## config.mk

```make
export PLATFORM = sky130hd
export DESIGN_NAME = peripheral_mpram_axi4_initiator
export DESIGN_NICKNAME = d
export VERILOG_FILES = /design/src/rtl/peripheral_mpram_axi4_pkg.sv /design/src/rtl/peripheral_mpram_axi4_initiator.sv
export SDC_FILE = /design/constraint.sdc
export NUM_CORES = 1
export LEC_CHECK = 0
export CORE_AREA = 2 2 250 252
export DETAILED_ROUTE_END_ITERATION = 10
export DIE_AREA = 0 0 252 254
export PLACE_DENSITY_LB_ADDON = 0.25
export SLEW_MARGIN = 40
export SYNTH_ARGS = -nofsm -noshare
export SYNTH_HDL_FRONTEND = slang
export SYNTH_SLANG_ARGS = --single-unit
```

## constraint.sdc

```tcl
create_clock -name clk_i -period 1.75 [get_ports clk_i]
set_input_delay 0.175 -clock clk_i [delete_from_list [all_inputs] [get_ports clk_i]]
set_output_delay 0.175 -clock clk_i [all_outputs]
set_load 0.05 [all_outputs]
```

## src/rtl/peripheral_mpram_axi4_pkg.sv

```systemverilog
// Shared AXI4 encodings and bridge FSM states for the MPRAM AXI4 initiator.
package peripheral_mpram_axi4_pkg;

   typedef enum logic [1:0] {
      BURST_FIXED = 2'b00,
      BURST_INCR  = 2'b01,
      BURST_WRAP  = 2'b10
   } axi_burst_t;

   typedef enum logic [1:0] {
      RESP_OKAY   = 2'b00,
      RESP_EXOKAY = 2'b01,
      RESP_SLVERR = 2'b10,
      RESP_DECERR = 2'b11
   } axi_resp_t;

   typedef enum logic [2:0] {
      ST_IDLE,
      ST_AR,
      ST_R,
      ST_AW_W,
      ST_B
   } state_t;

endpackage

```

## src/rtl/peripheral_mpram_axi4_initiator.sv

```systemverilog
// Memory-port to AXI4 bridge: one single-beat read or write outstanding at a time.
module peripheral_mpram_axi4_initiator
   import peripheral_mpram_axi4_pkg::*;
#(
   parameter int unsigned             AXI_ID_WIDTH   = 10,
   parameter int unsigned             AXI_ADDR_WIDTH = 64,
   parameter int unsigned             AXI_DATA_WIDTH = 64,
   parameter int unsigned             AXI_STRB_WIDTH = AXI_DATA_WIDTH / 8,
   parameter int unsigned             AXI_USER_WIDTH = 10,
   parameter logic [AXI_ID_WIDTH-1:0] AXI_ID         = '0
) (
   input  logic                      clk_i,
   input  logic                      rst_ni,
   input  logic                      req_i,
   input  logic                      we_i,
   input  logic [AXI_ADDR_WIDTH-1:0] addr_i,
   input  logic [AXI_STRB_WIDTH-1:0] be_i,
   input  logic [AXI_DATA_WIDTH-1:0] data_i,
   output logic                      gnt_o,
   output logic                      rvalid_o,
   output logic [AXI_DATA_WIDTH-1:0] data_o,
   output logic                      err_o,
   output logic [AXI_ID_WIDTH-1:0]   axi_aw_id,
   output logic [AXI_ADDR_WIDTH-1:0] axi_aw_addr,
   output logic [7:0]                axi_aw_len,
   output logic [2:0]                axi_aw_size,
   output logic [1:0]                axi_aw_burst,
   output logic                      axi_aw_lock,
   output logic [3:0]                axi_aw_cache,
   output logic [2:0]                axi_aw_prot,
   output logic [3:0]                axi_aw_qos,
   output logic [3:0]                axi_aw_region,
   output logic [AXI_USER_WIDTH-1:0] axi_aw_user,
   output logic                      axi_aw_valid,
   input  logic                      axi_aw_ready,
   output logic [AXI_DATA_WIDTH-1:0] axi_w_data,
   output logic [AXI_STRB_WIDTH-1:0] axi_w_strb,
   output logic                      axi_w_last,
   output logic [AXI_USER_WIDTH-1:0] axi_w_user,
   output logic                      axi_w_valid,
   input  logic                      axi_w_ready,
   input  logic [AXI_ID_WIDTH-1:0]   axi_b_id,
   input  logic [1:0]                axi_b_resp,
   input  logic [AXI_USER_WIDTH-1:0] axi_b_user,
   input  logic                      axi_b_valid,
   output logic                      axi_b_ready,
   output logic [AXI_ID_WIDTH-1:0]   axi_ar_id,
   output logic [AXI_ADDR_WIDTH-1:0] axi_ar_addr,
   output logic [7:0]                axi_ar_len,
   output logic [2:0]                axi_ar_size,
   output logic [1:0]                axi_ar_burst,
   output logic                      axi_ar_lock,
   output logic [3:0]                axi_ar_cache,
   output logic [2:0]                axi_ar_prot,
   output logic [3:0]                axi_ar_qos,
   output logic [3:0]                axi_ar_region,
   output logic [AXI_USER_WIDTH-1:0] axi_ar_user,
   output logic                      axi_ar_valid,
   input  logic                      axi_ar_ready,
   input  logic [AXI_ID_WIDTH-1:0]   axi_r_id,
   input  logic [AXI_DATA_WIDTH-1:0] axi_r_data,
   input  logic [1:0]                axi_r_resp,
   input  logic                      axi_r_last,
   input  logic [AXI_USER_WIDTH-1:0] axi_r_user,
   input  logic                      axi_r_valid,
   output logic                      axi_r_ready
);

   localparam logic [2:0] AXI_SIZE = 3'($clog2(AXI_STRB_WIDTH));

   state_t                    state;
   logic [AXI_ADDR_WIDTH-1:0] addr_q;
   logic [AXI_STRB_WIDTH-1:0] be_q;
   logic [AXI_DATA_WIDTH-1:0] wdata_q;
   logic [AXI_DATA_WIDTH-1:0] rdata_q;
   logic                      aw_done;
   logic                      w_done;
   logic                      aw_hs;
   logic                      w_hs;
   logic                      r_hs;
   logic                      b_hs;
   logic                      unused_inputs;

   // Valids decode from registered state only, so none of them depends on a ready.
   assign axi_ar_valid = (state == ST_AR);
   assign axi_r_ready  = (state == ST_R);
   assign axi_aw_valid = (state == ST_AW_W) && !aw_done;
   assign axi_w_valid  = (state == ST_AW_W) && !w_done;
   assign axi_b_ready  = (state == ST_B);

   assign aw_hs = axi_aw_valid && axi_aw_ready;
   assign w_hs  = axi_w_valid && axi_w_ready;
   assign r_hs  = axi_r_ready && axi_r_valid;
   assign b_hs  = axi_b_ready && axi_b_valid;

   assign gnt_o    = (state == ST_IDLE) && req_i;
   assign rvalid_o = r_hs || b_hs;
   assign data_o   = r_hs ? axi_r_data : rdata_q;
   assign err_o    = (r_hs && axi_r_resp[1]) || (b_hs && axi_b_resp[1]);

   assign axi_aw_id     = AXI_ID;
   assign axi_aw_addr   = addr_q;
   assign axi_aw_len    = '0;
   assign axi_aw_size   = AXI_SIZE;
   assign axi_aw_burst  = BURST_INCR;
   assign axi_aw_lock   = 1'b0;
   assign axi_aw_cache  = '0;
   assign axi_aw_prot   = '0;
   assign axi_aw_qos    = '0;
   assign axi_aw_region = '0;
   assign axi_aw_user   = '0;

   assign axi_w_data = wdata_q;
   assign axi_w_strb = be_q;
   assign axi_w_last = 1'b1;
   assign axi_w_user = '0;

   assign axi_ar_id     = AXI_ID;
   assign axi_ar_addr   = addr_q;
   assign axi_ar_len    = '0;
   assign axi_ar_size   = AXI_SIZE;
   assign axi_ar_burst  = BURST_INCR;
   assign axi_ar_lock   = 1'b0;
   assign axi_ar_cache  = '0;
   assign axi_ar_prot   = '0;
   assign axi_ar_qos    = '0;
   assign axi_ar_region = '0;
   assign axi_ar_user   = '0;

   assign unused_inputs = ^{axi_b_id, axi_b_user, axi_b_resp[0], axi_r_id,
                            axi_r_user, axi_r_resp[0], axi_r_last};

   always_ff @(posedge clk_i or negedge rst_ni) begin
      if (!rst_ni) begin
         state   <= ST_IDLE;
         addr_q  <= '0;
         be_q    <= '0;
         wdata_q <= '0;
         rdata_q <= '0;
         aw_done <= 1'b0;
         w_done  <= 1'b0;
      end else begin
         case (state)
            ST_IDLE: begin
               if (req_i) begin
                  addr_q  <= addr_i;
                  be_q    <= be_i;
                  wdata_q <= data_i;
                  aw_done <= 1'b0;
                  w_done  <= 1'b0;
                  state   <= we_i ? ST_AW_W : ST_AR;
               end
            end
            ST_AR: if (axi_ar_ready) state <= ST_R;
            ST_R: begin
               if (axi_r_valid) begin
                  rdata_q <= axi_r_data;
                  state   <= ST_IDLE;
               end
            end
            ST_AW_W: begin
               if (aw_hs) aw_done <= 1'b1;
               if (w_hs) w_done <= 1'b1;
               // AW and W may complete in either order or together.
               if ((aw_done || aw_hs) && (w_done || w_hs)) state <= ST_B;
            end
            ST_B: if (axi_b_valid) state <= ST_IDLE;
            default: state <= ST_IDLE;
         endcase
      end
   end

endmodule

```

==> metrics.md, run 1 <==
| Metric | Value |
|---|---|
| Reg2Reg Setup Slack | -490 ps |
| CP peak stage delay | 420 ps |
| Die area | 64000 um^2 |
| Commonest non-fill, non-tap cell in the layout | clkdlybuf4s50_1 |
| Drt via density | 3.28 |
| Final Hold Vio Count | 0 |
| Startpoint Class | register |
| Drt wl/cell | ~16 um |
| DRC viols | 0 |
| Num CTS Buffers | 26 |
| Synthesized cell area | 9030 um^2 |
| Tcrit/Tclk final | 135% |
| Most frequent cells in the layout | 209 x clkdlybuf4s50_1, 203 x dfrtp_1, 200 x mux2_4, 147 x dlygate4sd2_1, 109 x conb_1 |
| FF-to-FF End | axi_w_data[39] |
| Critical-path cell list | nor3b_4, and2_4, buf_12, clkbuf_16, mux2_4, buf_12 |
| Vias in the first global route | 6850 |
| GPL Wtd Cong | ~0.7 |
| Initial antenna violation count | 0 |
| Final nets | 1397 |
| Hold crit path type | in -> async |
| Number of H-tree branching levels | 1 |
| RR Startpoint | state[2] |
| Largest cells by area after synthesis | dfrtp_1 57%, buf_4 15%, mux2_2 14% |
| Die X | 252 um |
| Setup Skew | 13.5 ps |
| Crit path DAT | 2180 ps |
| RSZ-0062 raised after global routing | true |
| IO Count | around 640 |
| Top cell type's share of synthesized area | ~57% |
| Clock sinks | 205 |
| Slew headroom | between 60% and 70% |
| Synth cell types | 23 |
| DRT Pass-1 Iters | 4 |
| End point of the critical path | data_o[44] |
| Worst-skew pair later-pin latency | 540 ps |
| CP most frequent cell | buf_12 |
| Sequential area share after synthesis | 56.8% |
| Worst setup margin | -607 ps |
| GRT Overall Usage | 9.24% |
| WL final | 32.2 mm |
| Highest-delay cell along the critical path | dfrtp_2 |
| Critical Path Sink Type | primary output |
| Area growth from synthesis to layout | 91.6% |
| Yosys Warn Count | 0 |
| Fin crit period | approximately 2400 ps |
| Mapped Avg Cell Area | 14.3 um^2 |
| Clock Path Buffers | 3 |
| Synth area leader | dfrtp_1 |
| Iteration-0 DRC Markers | 160 |
| Slew @ Worst Pin | 575 ps |
| FP Rows | 91 |
| Layout cells sized above 1 | between 40% and 50% |
| Crit path kind | reg -> out |
| Pre-CTS WS | -318 ps |
| First-pass GRT wire length | 44.9 mm |
| Status | complete, but fails checks |
| Pin count of the biggest net entering global routing | 55 |
| Failing checks | negative setup slack |
| Root buffer cell | clkbuf_16 |
| Die H | 254 um |
| Highest clock rate | about 0.42 GHz |
| Post-DP HPWL | between 20 and 25 mm |
| Antenna Nets Post-Route | 0 |
| Max Slew Vio Count | 0 |
| Via count | around 6400 |
| Worst-path fanout max | 7 |
| # diodes | 0 |
| Initial Utilization | 14.7% |
| Data required, critical path | approximately 1600 ps |
| CP Launch Point | state[0] |
| IO Port Bufs | 482 |
| CTS tree | built |
| Post-synthesis register bit count | 205 |
| Final setup violation count | 208 |
| Reg2Reg Depth | 11 |
| Cells after Synth | 630 |
| Max-cap viol count | 0 |
| GRT Residual Overflow | 0 |
| Worst-path clk slew | roughly 60 ps |
| Core ar. | 61300 um^2 |
==> metal layers <==
| metal | wire (um) | GRT usage, % | share of wire (%) | up-vias |
|---|---|---|---|---|
| met5 | 0 | 0 | 0 | - |
| met4 | 629 | 2.03 | 2.0 | 0 |
| met3 | 3100 | 4.10 | 9.6 | 32 |
| met2 | 16100 | 15.8 | 50 | 294 |
| met1 | 12300 | 10.6 | 38 | 3197 |
| li1 | - | - | - | 2879 |
==> logic make-up (layout without fill, tap and decap cells) <==
logic type | after synthesis | count (layout) | synth area share (%)
buffers and inverters | 199 | 624 | 16.4
and+or+nand+nor | 15 | 15 | 1.11
other | 2 | 109 | 0.0831
DFF | 205 | 205 | 56.8
muxes | 200 | 200 | 24.9
AOI/OAI and AO/OA | 9 | 9 | 0.693
==> how the worst min path moves through the flow <==
| stage | slack [ps] | end | cells past startpoint | startpoint |
|---|---|---|---|---|
| finish | 190 | rdata_q[32] | 2 | rst_ni |
| global route | 210 | rdata_q[32] | 2 | rst_ni |
| CTS | 170 | rdata_q[34] | 2 | rst_ni |
| detailed placement | 230 | rdata_q[32] | 1 | rst_ni |
| global placement | 230 | rdata_q[34] | 1 | rst_ni |
| floorplan | -120 | aw_done | 0 | rst_ni |
==> worst max-delay path: cells and delay by family, from the launching register on <==
| family | cells | cell delay, ps |
|---|---|---|
| multiplexers | 1 | 330 |
| flip-flops | 1 | 420 |
| AND/OR/NAND/NOR | 2 | 410 |
| buffers and inverters | 3 | 470 |
==> cell type report <==
class                   instances  area [um^2]
clock buffers                  37          752
clock inverters                10          161
repair buffers                574         6620
fillers                      6375        44000
well taps                     790          988
multi-input cells             333         3640
inverters                       3         11.3
flip-flops and latches        205         5130
==> sequential cells by signal (all words and copies together), names as in the netlist <==
signal       count
axi_w_data      64
aw_done          1
w_done           1
state            3
axi_ar_addr     64
rdata_q         64
axi_w_strb       8
==> stage by stage <==
step                      utilization [%]  cells  hold WS [ps]  TNS (ps)  cell area (um^2)
after floorplan                         -    737          -121    -42520              9700
after global placement               24.6   1852           228    -37990             15100
after detailed placement             24.6   1852           225    -43890             15100
after CTS                            27.7   1938           170    -94910             16900
after global routing                 28.3   1952           207   -112280             17300
final                                28.3   1952           192    -91360             17300
==> synthesized netlist by cell type <==
cell and n:
nand2_1 2, a21oi_1 2, o311ai_0 1, o211ai_1 1, mux2_2 115, inv_1 3
buf_6 4, conb_1 2, a32o_1 1, or2_2 1, nor4b_4 1, a31oi_1 1
and3b_1 1, buf_4 185, a21o_1 1, mux2_1 85, dfrtp_1 205, nor3b_1 3
nand2b_1 1, o22ai_1 2, nor2_1 5, and2_1 1, buf_2 7
==> what timing repair did <==
action	in CTS	in global routing
cloned	11	4
hold endpoints to repair	41	0
hold buffers	1	0
buffers inserted	28	22
resized for setup	300	78
setup endpoints to repair	357	215
pin swaps	4	8
Power of run 1 is not shown: default switching activity piles up to over one toggle a cycle in this logic, so the estimate is an artifact.
==> inputs of run 2 (changes only) <==
Settings changed: CORE_AREA 2 2 250 252 to 2 2 244 246, DIE_AREA 0 0 252 254 to 0 0 246 248, SLEW_MARGIN 40 to unset.
Clock period 1.75 ns to 2.99 ns, I/O delays scaled along.
==> run 2 against run 1 <==
Net effect:
- the flow now finishes without violations
- register-to-register slack gained 1500 ps
- global-route usage fell by 0.98 points
- count of clock-buffer cells in the layout up 2
- worst hold slack improved by 130 ps
- clock skew rose by 13 ps
- wire length shrank 16%
- non-clock buffer count fell by 81
- first-iteration DRC count fell by 28%
- die area decreased by 4.7%
- cell count is 4.8% lower
==> metrics.md, run 2 (synthesized netlist as in run 1, its figures left out) <==
| Metric | Value |
|---|---|
| Iteration-0 DRC Markers | 115 (was 160) |
| Crit path kind | reg -> out (unchanged) |
| Crit path DAT | 2560 ps (was 2180 ps) |
| Critical Path Sink Type | primary output (unchanged) |
| Post-DP HPWL | 20.5 mm (was 23.0 mm) |
| Vias in the first global route | 6148 (was 6850) |
| Die H | 248 um (was 254 um) |
| Core ar. | 58500 um^2 (was 61300 um^2) |
| Fin crit period | between 2000 and 3000 ps |
| Commonest non-fill, non-tap cell in the layout | clkdlybuf4s50_1 (unchanged) |
| Final Hold Vio Count | 0 (unchanged) |
| FP Rows | 89 (was 91) |
| Sum Neg Setup Slack | 0 ps (was -91360 ps) |
| Via count | 5989 (was 6402) |
| GPL Wtd Cong | 0.683 (was 0.698) |
| Area growth from synthesis to layout | 62.5% (was 91.6%) |
| Die area | 61000 um^2 (was 64000 um^2) |
| First-pass GRT wire length | 38.4 mm (was 44.9 mm) |
| Grt peak-use layer | met2 (unchanged) |
| IO Count | 635 (unchanged) |
| Met3 Usage GRT | 3.27% (was 4.10%) |
| Worst setup margin | 133 ps (was -607 ps) |
| Slew @ Worst Pin | 787 ps (was 575 ps) |
| CTS tree | built (unchanged) |
| Drt via density | 3.22 (was 3.28) |
| Num CTS Buffers | 27 (was 26) |
| Status | finished, final reports clean (was complete, but fails checks) |
| WL final | 26.9 mm (was 32.2 mm) |
| Clock sinks | 205 (unchanged) |
| Worst-path fanout max | 6 (was 7) |
| Tcrit/Tclk final | 95.6% |
| Most frequent cells in the layout | 414 x clkdlybuf4s50_1, 205 x dfrtp_1, 115 x mux2_2, 109 x conb_1, 85 x mux2_1 (was 209 x clkdlybuf4s50_1, 203 x dfrtp_1, 200 x mux2_4, 147 x dlygate4sd2_1, 109 x conb_1) |
| Initial Utilization | 15.4% (was 14.7%) |
| Worst-skew pair later-pin latency | 570 ps (was 540 ps) |
| Final setup violation count | 0 (was 208) |
| Initial antenna violation count | 0 (unchanged) |
| Final nets | 1317 (was 1397) |
| Setup Skew | 26.6 ps (was 13.5 ps) |
| DRT Pass-1 Iters | 4 (unchanged) |
| IO Port Bufs | 482 (unchanged) |
| Pin count of the biggest net entering global routing | 90 (was 55) |
| Max Slew Vio Count | 0 (unchanged) |
| DRC viols | 0 (unchanged) |
| Slew headroom | 47.6% (was 61.7%) |
| GRT Residual Overflow | 0 (unchanged) |
| Gates resized, CTS repair | 0 (was 300) |
| Startpoint Class | register (unchanged) |
| Highest clock rate | 0.350 GHz |
| Worst-path clk slew | 60 ps (about the same) |
| Number of H-tree branching levels | 1 (unchanged) |
| Die X | 246 um (was 252 um) |
| Hold crit path type | in -> reg (was in -> async) |
| GRT met2 Usage | 15.0% (was 15.8%) |
| RSZ-0062 raised after global routing | false (was true) |
| Met1 GRT Util | 9.01% (was 10.6%) |
| Drt wl/cell | 14.5 um (was 16.5 um) |
| Layout cells sized above 1 | 22.2% (was 40.6%) |
| Antenna Nets Post-Route | 0 (unchanged) |
| Root buffer cell | clkbuf_16 (unchanged) |
| Clock Path Buffers | 3 (unchanged) |
| GRT Overall Usage | 8.26% (was 9.24%) |
| Max-cap viol count | 0 (unchanged) |
| Data required, critical path | 2690 ps (was 1570 ps) |
| Pre-CTS WS | 699 ps (was -318 ps) |
## run 2: layout make-up
cell class              instances  area [um^2]
repair buffers                493         4850
flip-flops and latches        205         5130
well taps                     773          967
diodes                          1         2.50
clock buffers                  39          781
inverters                       3         11.3
clock inverters                11          105
fillers                      6163        43800
multi-input cells             333         2830
## run 2: final timing paths
path                                 from         endpoint  slack, ps  cells after the start
setup reg to reg                 state[0]   axi_w_data[44]        960                      4
min in group asynchronous          rst_ni   axi_w_data[31]        380                      2
max in group asynchronous          rst_ni  axi_ar_addr[59]       1850                      3
setup / recovery                 state[2]     axi_aw_valid        130                      4
hold / removal                 data_i[37]   axi_w_data[37]        320                      2
hold reg to reg            axi_w_data[25]   axi_w_data[25]        480                      1
## run 2: critical path, cell delays in order, from the launching register on
cell	delay (ps)
dfrtp_1	470
nand2b_1	210
or2_2	340
nor2_1	120
clkdlybuf4s50_1	850
## run 2: layer usage
layer / share of wire, % / up-vias
met5: 0 / -
li1: - / 2733
met4: 1.8 / 0
met3: 9.7 / 28
met2: 52 / 290
met1: 36 / 2938
## run 2: repair_timing
action,in CTS,in global routing
hold buffers,1,0
hold endpoints to repair,85,0
buffers inserted,0,0
## run 2: metrics by stage
stage	hold WS (ps)	utilization [%]	cell area (um^2)	cells
2_1_floorplan	3.41	-	9440	737
3_3_place_gp	416	23.6	13800	1806
3_5_place_dp	413	23.6	13800	1806
4_1_cts	286	25.1	14700	1857
5_1_grt	308	25.1	14700	1857
6_report	324	25.1	14700	1858
Power of run 2 is left out for the same reason.
